<file path="config.mk">
export PLATFORM = sky130hd
export DESIGN_NAME = userio_wheel_keys
export DESIGN_NICKNAME = d
export VERILOG_FILES = /design/src/rtl/userio_wheel_keys.sv
export SDC_FILE = /design/constraint.sdc
export NUM_CORES = 1
export LEC_CHECK = 0
export CAP_MARGIN = 5
export CORE_ASPECT_RATIO = 0.75
export CORE_MARGIN = 3
export CORE_UTILIZATION = 53
export CTS_CLUSTER_DIAMETER = 30
export DETAILED_ROUTE_END_ITERATION = 7
export PLACE_DENSITY = 0.77
export RECOVER_POWER = 25
export SETUP_SLACK_MARGIN = 0.05
export SYNTH_ARGS = -nofsm -noshare
export SYNTH_HDL_FRONTEND = slang
export SYNTH_SLANG_ARGS = --single-unit
</file>
<file path="constraint.sdc">
create_clock -name clk -period 3.1 [get_ports clk]
set_input_delay 0.62 -clock clk [delete_from_list [all_inputs] [get_ports clk]]
set_output_delay 0.62 -clock clk [all_outputs]
set_load 0.05 [all_outputs]
</file>
<file path="src/rtl/userio_wheel_keys.sv">
// Converts unit steps of the mouse Z counter into NewMouse wheel rawkey press/release pairs.
// Optional USERIO_WHEEL_SOF_PACE_EN limits the key pairs to one per video frame.
module userio_wheel_keys #(
  parameter logic [7:0]  UP_CODE     = 8'h7A,
  parameter logic [7:0]  DOWN_CODE   = 8'h7B,
  parameter logic [15:0] GAP_TICKS   = 16'd1024,
  parameter logic [7:0]  MAX_BACKLOG = 8'd8
) (
  input  logic       clk,
  input  logic       reset,
  input  logic       clk7_en,
  input  logic       enable,
  input  logic [7:0] zcount,
  input  logic       sof,
  output logic [7:0] key_code,
  output logic       key_valid,
  input  logic       key_ready,
  output logic       busy
);

  typedef enum logic [2:0] {
    S_IDLE,
    S_PRESS,
    S_GAP,
    S_RELEASE,
    S_WAIT
  } state_t;

  state_t      state_q, state_d;
  logic [7:0]  zlast_q, zlast_d;
  logic        dir_q, dir_d;
  logic [7:0]  code_q, code_d;
  logic [15:0] gap_q, gap_d;
  logic [7:0]  delta;
  logic [7:0]  mag;
  logic        clamp;

`ifndef USERIO_WHEEL_SOF_PACE_EN
  logic unused_sof;
  assign unused_sof = sof;
`endif

  assign key_valid = (state_q == S_PRESS) || (state_q == S_RELEASE);
  assign key_code  = code_q;
  assign busy      = (state_q != S_IDLE);

  always_ff @(posedge clk) begin
    if (reset) begin
      state_q <= S_IDLE;
      zlast_q <= 8'h00;
      dir_q   <= 1'b0;
      code_q  <= 8'h00;
      gap_q   <= 16'd0;
    end else begin
      state_q <= state_d;
      zlast_q <= zlast_d;
      dir_q   <= dir_d;
      code_q  <= code_d;
      gap_q   <= gap_d;
    end
  end

  always_comb begin
    state_d = state_q;
    zlast_d = zlast_q;
    dir_d   = dir_q;
    code_d  = code_q;
    gap_d   = gap_q;
    delta   = zcount - zlast_q;
    mag     = delta[7] ? (8'd0 - delta) : delta;
    clamp   = (mag > MAX_BACKLOG);
    if (clk7_en) begin
      unique case (state_q)
        S_IDLE: begin
          if (!enable) begin
            zlast_d = zcount;
          end else if (delta != 8'd0) begin
            dir_d   = delta[7];
            code_d  = delta[7] ? DOWN_CODE : UP_CODE;
            state_d = S_PRESS;
            // Clamp leaves at most MAX_BACKLOG-1 steps pending after this one
            if (delta[7]) begin
              zlast_d = clamp ? (zcount + MAX_BACKLOG - 8'd1)
                              : (zlast_q - 8'd1);
            end else begin
              zlast_d = clamp ? (zcount - MAX_BACKLOG + 8'd1)
                              : (zlast_q + 8'd1);
            end
          end
        end
        S_PRESS: begin
          if (key_ready) begin
            gap_d   = 16'd0;
            state_d = S_GAP;
          end
        end
        S_GAP: begin
          gap_d = gap_q + 16'd1;
          if (gap_q == GAP_TICKS - 16'd1) begin
            code_d  = (dir_q ? DOWN_CODE : UP_CODE) | 8'h80;
            state_d = S_RELEASE;
          end
        end
        S_RELEASE: begin
          if (key_ready) begin
            state_d = S_WAIT;
          end
        end
        S_WAIT: begin
`ifdef USERIO_WHEEL_SOF_PACE_EN
          if (sof) begin
            state_d = S_IDLE;
          end
`else
          state_d = S_IDLE;
`endif
        end
        default: state_d = S_IDLE;
      endcase
    end
  end

endmodule

</file>
==> impl_metrics.toml, run 1 <==
[global_route]
grt_pass1_wl_um = 14400
grt_pass1_vias = 2889
track_usage = 0.288
grt.overflow.total = 0
grt_antenna_before_repair = 0
grt_max_degree = 15

[synth]
synthFlopType = "dfxtp_1"
synth_most_common_cell = "nor2_1"
yosys.area.top_type = "dfxtp_1"
synth_cells = 372
syn-num-nets = 400
synth_area_um2 = 2790
ys_types = 69
synth_commonest_cells = "nor2_1, dfxtp_1, xnor2_1"
synth_area_leaders = "dfxtp_1, xnor2_1, nor2_1"
yosys_warnings = 0
synth_edf_count = 0
yosysSeqAreaShare = 0.223
ys_ff_latch = 31
synth_top_area_share = 0.223
syn_avg_cell_area_um2 = 7.49
synthArstFlopShare = 0

[cells_and_area]
stdcell_area_um2 = 4020
fin_nets = 473
syn_to_final_growth_pct = 44.1
drive_gt1_frac = 0.339
utilization = 0.806
diodes = 0

[power]
peakVddDrop_mv = 0.499
power_density_nw_per_um2 = 542
p_leak_nw = 1.52

[cts]
clockBufferDepth = 2
worst_setup_hold_path_clk_slew_ns = 0.06
clock_latency_ns = 0.29
h-tree-depth = 2
cts_buffers = 5
tritoncts = "done"
cts-root-buf = "clkbuf_8"
cts.sinks = 31

[critical_path]
cp_data_arrival_time_ns = 3.31
end_kind = "flop"
required_ns = 3.29
cp-start-kind = "input pin"
path_class = "in -> reg"
critPathMaxFanout = 8

[timing]
hold_ws_ns = 0.509
rsz0062_at_grt = "true"
setup_viol = 2
worst_pin_slew_ns = 0.553
fin_setup_tns_ns = -0.0300
post-route-period-util = 1.01
fin_crit_ns = 3.12
finalHoldViolations = 0
maxSlewHeadroom = 0.630
layout_setup_ws_ns = -0.0222
final_max_slew_viol_count = 0
finalClockSkew_ns = 0.0105
max_freq_mhz = 320

[status]
status = "complete, but fails checks"
violations = "setup timing"

[die]
fp.dieH_um = 68.8
pin_count = 24
core_um2 = 4980
initial_core_util = 0.559
row_count = 22
die_x_um = 89.7
dieArea_um2 = 6170

[drt]
wl_per_cell_um = 18.3
initialDrtViolationCount = 293
dr.pass1.iters = 5
vias_per_cell = 6.26
vias = 3241
ant_nets = 0
wl_um = 9460
post-route-drc-count = 0

[placed_design]
io_buffers = 21
dpl_cell_area_um2 = 3530
place_congestion = 0.999
hpwl_um = 6560
dp_slack_ns = -0.839

[min_path]
hold_class = "reg -> reg"

[run]
drv_cap = 0
-- logic make-up after synthesis --
group / share of synthesized area
xor+xnor: 0.123
other cells: 0.00135
buf+inv: 0.0620
flops: 0.223
simple gates: 0.278
fa+ha+maj: 0.0656
compound gates: 0.234
mux: 0.0148
-- critical path, cell delays in order --
cell	delay, ns
buf_8	0.10
clkinv_4	0.05
ha_4	0.13
inv_2	0.04
fa_2	0.40
buf_12	0.16
xnor2_4	0.24
and2_4	0.20
o221ai_4	0.10
nor2_4	0.15
o21ai_4	0.07
a221o_2	0.50
o21ai_4	0.22
o311ai_4	0.12
a221oi_2	0.21
-- per-layer routing --
layer / global-route usage / up-vias / part of all wire
li1: - / 1492 / -
met1: 0.417 / 1530 / 0.46
met2: 0.437 / 203 / 0.43
met3: 0.0694 / 16 / 0.099
met4: 0.0593 / 0 / 0.011
met5: 0 / - / 0
-- placed cells by master, fill, tap and decap left out, types with 4 or more instances in the layout --
cell / Yosys / layout
clkdlybuf4s50_1: 0 / 14
a21oi_2: 1 / 4
o21ai_1: 9 / 5
a21oi_1: 22 / 18
nand3_1: 20 / 20
xnor2_1: 26 / 25
o211ai_1: 4 / 4
nand2_1: 22 / 21
clkbuf_8: 0 / 6
ha_4: 0 / 6
nor3_1: 20 / 17
nor2_1: 46 / 40
ha_1: 13 / 6
buf_6: 1 / 6
nand4_1: 8 / 8
nor2_2: 0 / 5
and3_1: 6 / 6
dfxtp_1: 31 / 29
xor2_1: 13 / 13
inv_1: 14 / 10
nand2b_1: 5 / 4
buf_4: 5 / 61
o21ai_0: 9 / 8
-- flip-flops by register name (all words and copies together), names as in the netlist --
| signal | flops |
|---|---|
| gap_q | 16 |
| zlast_q | 8 |
| key_code | 3 |
| state_q | 3 |
| dir_q | 1 |
-- layout make-up --
cell class	count	area, um^2
Clock buffer	6	82.6
Multi-Input combinational cell	303	2370
Tap cell	72	90.1
Clock inverter	2	35.0
Timing Repair Buffer	88	741
Fill cell	294	967
Sequential cell	31	623
Inverter	16	72.6
-- worst paths after layout --
check                                start         end  slack, ns  cells after the start
worst max-delay path             zcount[0]  zlast_q[3]      -0.02                     15
worst min register to register    gap_q[5]    gap_q[5]       0.51                      2
worst min-delay path              gap_q[5]    gap_q[5]       0.51                      2
worst max register to register  zlast_q[1]  zlast_q[3]          0                     11
-- where the power goes --
part           internal, W  total, W  switching, W
Sequential        0.000423  0.000447     0.0000240
Combinational     0.000572   0.00131      0.000739
Clock             0.000260  0.000420      0.000160
-- per-stage QoR --
| step | cells | power [W] |
|---|---|---|
| final | 518 | 0.00218 |
| after CTS | 516 | 0.00201 |
| after detailed placement | 502 | 0.00148 |
| after floorplan | 372 | 0.00114 |
| after global routing | 518 | 0.00227 |
| after global placement | 502 | 0.00146 |
-- timing repair --
item,in CTS,in global routing
hold endpoints to repair,0,0
hold buffers,0,0
pin swaps,27,31
resized for setup,54,34
setup buffers,6,2
setup endpoints to repair,13,13
No activity file was read; power rests on OpenSTA's default activity.
==> inputs of run 2 (changes only) <==
Settings changed: CTS_CLUSTER_SIZE set to 25, PLACE_DENSITY 0.77 to 0.74.
==> run 2 against run 1 <==
Via count down 3.8%. Die area is the same. Critical path depth is 3 lower. Routed wire length is 5.2% lower. The run still ends with setup timing left. Clock skew shrank 0.0042 ns. Register-to-register slack gained 0.03 ns. Design area fell by 1.4%. Global-route usage decreased by 0.51 points. Non-clock buffer count is 5 higher. Worst hold slack worse by 0.020 ns. Combinational power about the same. Largest cell class unchanged.
==> impl_metrics.toml, run 2 (synthesis gave the netlist of run 1 again) <==
[status]
status = "complete, but fails checks"
violations = "setup timing"

[drt]
post-route-drc-count = 0
vias = 3118
wl_per_cell_um = 17.1
wl_um = 8960
initialDrtViolationCount = 329
vias_per_cell = 5.96
dr.pass1.iters = 6
ant_nets = 0

[timing]
maxSlewHeadroom = 0.652
final_max_slew_viol_count = 0
hold_ws_ns = 0.489
max_freq_mhz = 318
rsz0062_at_grt = "true"
post-route-period-util = 1.01
finalClockSkew_ns = 0.00629
finalHoldViolations = 0
layout_setup_ws_ns = -0.0462
fin_crit_ns = 3.15
worst_pin_slew_ns = 0.521
setup_viol = 2

[critical_path]
end_kind = "flop"
r2r_slack_ns = 0.03
required_ns = 3.29
critPathMaxFanout = 8
cp_data_arrival_time_ns = 3.34
path_class = "in -> reg"
cp-start-kind = "input pin"

[cells_and_area]
reg_top3 = "gap_q (16), zlast_q (8)"
drive_gt1_frac = 0.344
largest_register_ff_count = 16
syn_to_final_growth_pct = 42.1
diodes = 0
fill_cells = 330
stdcell_area_um2 = 3960
final_cell_mix = "buf_4, nor2_1, dfxtp_1"
regMostFlops = "gap_q"
layout_commonest_cell = "buf_4"
fin_nets = 478

[cts]
clock_latency_ns = 0.29
tritoncts = "done"
cts-root-buf = "clkbuf_8"
cts_hold_buf = 0
cts.sinks = 31
h-tree-depth = 2
worst_setup_hold_path_clk_slew_ns = 0.07
clockBufferDepth = 2
cts_buffers = 5

[global_route]
track_usage = 0.283
busiest_layer = "met2"
grt_use_met1 = 0.395
grt_pass1_vias = 2873
grt_use_met3 = 0.0792
grt_antenna_before_repair = 0
grt_pass1_wl_um = 14000
grt_max_degree = 15
met2_usage = 0.434
grt.overflow.total = 0

[die]
initial_core_util = 0.559
pin_count = 24
dieArea_um2 = 6170
die_x_um = 89.7
row_count = 22
core_um2 = 4980
fp.dieH_um = 68.8

[min_path]
hold_class = "reg -> reg"

[power]
p_leak_nw = 1.51
peakVddDrop_mv = 0.363
power_density_nw_per_um2 = 543

[placed_design]
place_congestion = 1.01
hpwl_um = 6460
io_buffers = 21
dpl_cell_area_um2 = 3590

[run]
drv_cap = 0
## run 2: power by group
group | switching, W | internal (W)
sequential | 0.0000218 | 0.000422
combinational | 0.000707 | 0.000581
clock | 0.000157 | 0.000260
total | 0.000886 | 0.00126
## run 2: what timing repair did
item	4_1_cts	5_1_grt
setup endpoints to repair	13	13
gates resized for setup	48	29
hold endpoints to repair	0	0
cloned	0	0
pin swaps	29	30
buffers inserted	5	1
## run 2: critical path, cell delays in order
cell           delay [ns]
dlygate4sd2_1        0.29
ha_4                 0.33
buf_4                0.13
nand3b_1             0.15
a21boi_2             0.24
nor2_4               0.07
nor3_2               0.26
o221ai_2             0.16
a221o_2              0.50
nor2_4               0.23
a211oi_2             0.10
o32ai_1              0.26
## run 2: final timing paths
path                 to  cells past startpoint        from
max          zlast_q[5]                     12   zcount[2]
min            gap_q[5]                      2    gap_q[5]
max reg2reg  zlast_q[5]                     11  zlast_q[1]
min reg2reg    gap_q[5]                      2    gap_q[5]
## run 2: final cells by class
| cell class | count | area (um^2) | share of cell area |
|---|---|---|---|
| Tap cell | 72 | 90.1 | 0.0228 |
| Timing Repair Buffer | 93 | 752 | 0.190 |
| Multi-Input combinational cell | 303 | 2310 | 0.584 |
| Inverter | 16 | 66.3 | 0.0168 |
| Sequential cell | 31 | 622 | 0.157 |
| Clock inverter | 2 | 35.0 | 0.00885 |
| Clock buffer | 6 | 82.6 | 0.0209 |
## run 2: metal layers
metal / share of wire / vias up
met5: 0 / -
met4: 0.010 / 0
met3: 0.10 / 14
met2: 0.43 / 165
met1: 0.45 / 1451
li1: - / 1488
## run 2: stage by stage
| stage | setup TNS (ns) | cells | setup slack (ns) | total power, W | utilization |
|---|---|---|---|---|---|
| 6_report | -0.0552 | 523 | -0.0462 | 0.00215 | 0.795 |
| 4_1_cts | 0 | 522 | 0.0517 | 0.00204 | 0.775 |
| 2_1_floorplan | 0 | 372 | 0.0175 | 0.00114 | - |
| 5_1_grt | -0.516 | 523 | -0.119 | 0.00225 | 0.795 |
| 3_3_place_gp | -7.50 | 509 | -0.720 | 0.00151 | 0.721 |
| 3_5_place_dp | -8.24 | 509 | -0.782 | 0.00153 | 0.721 |
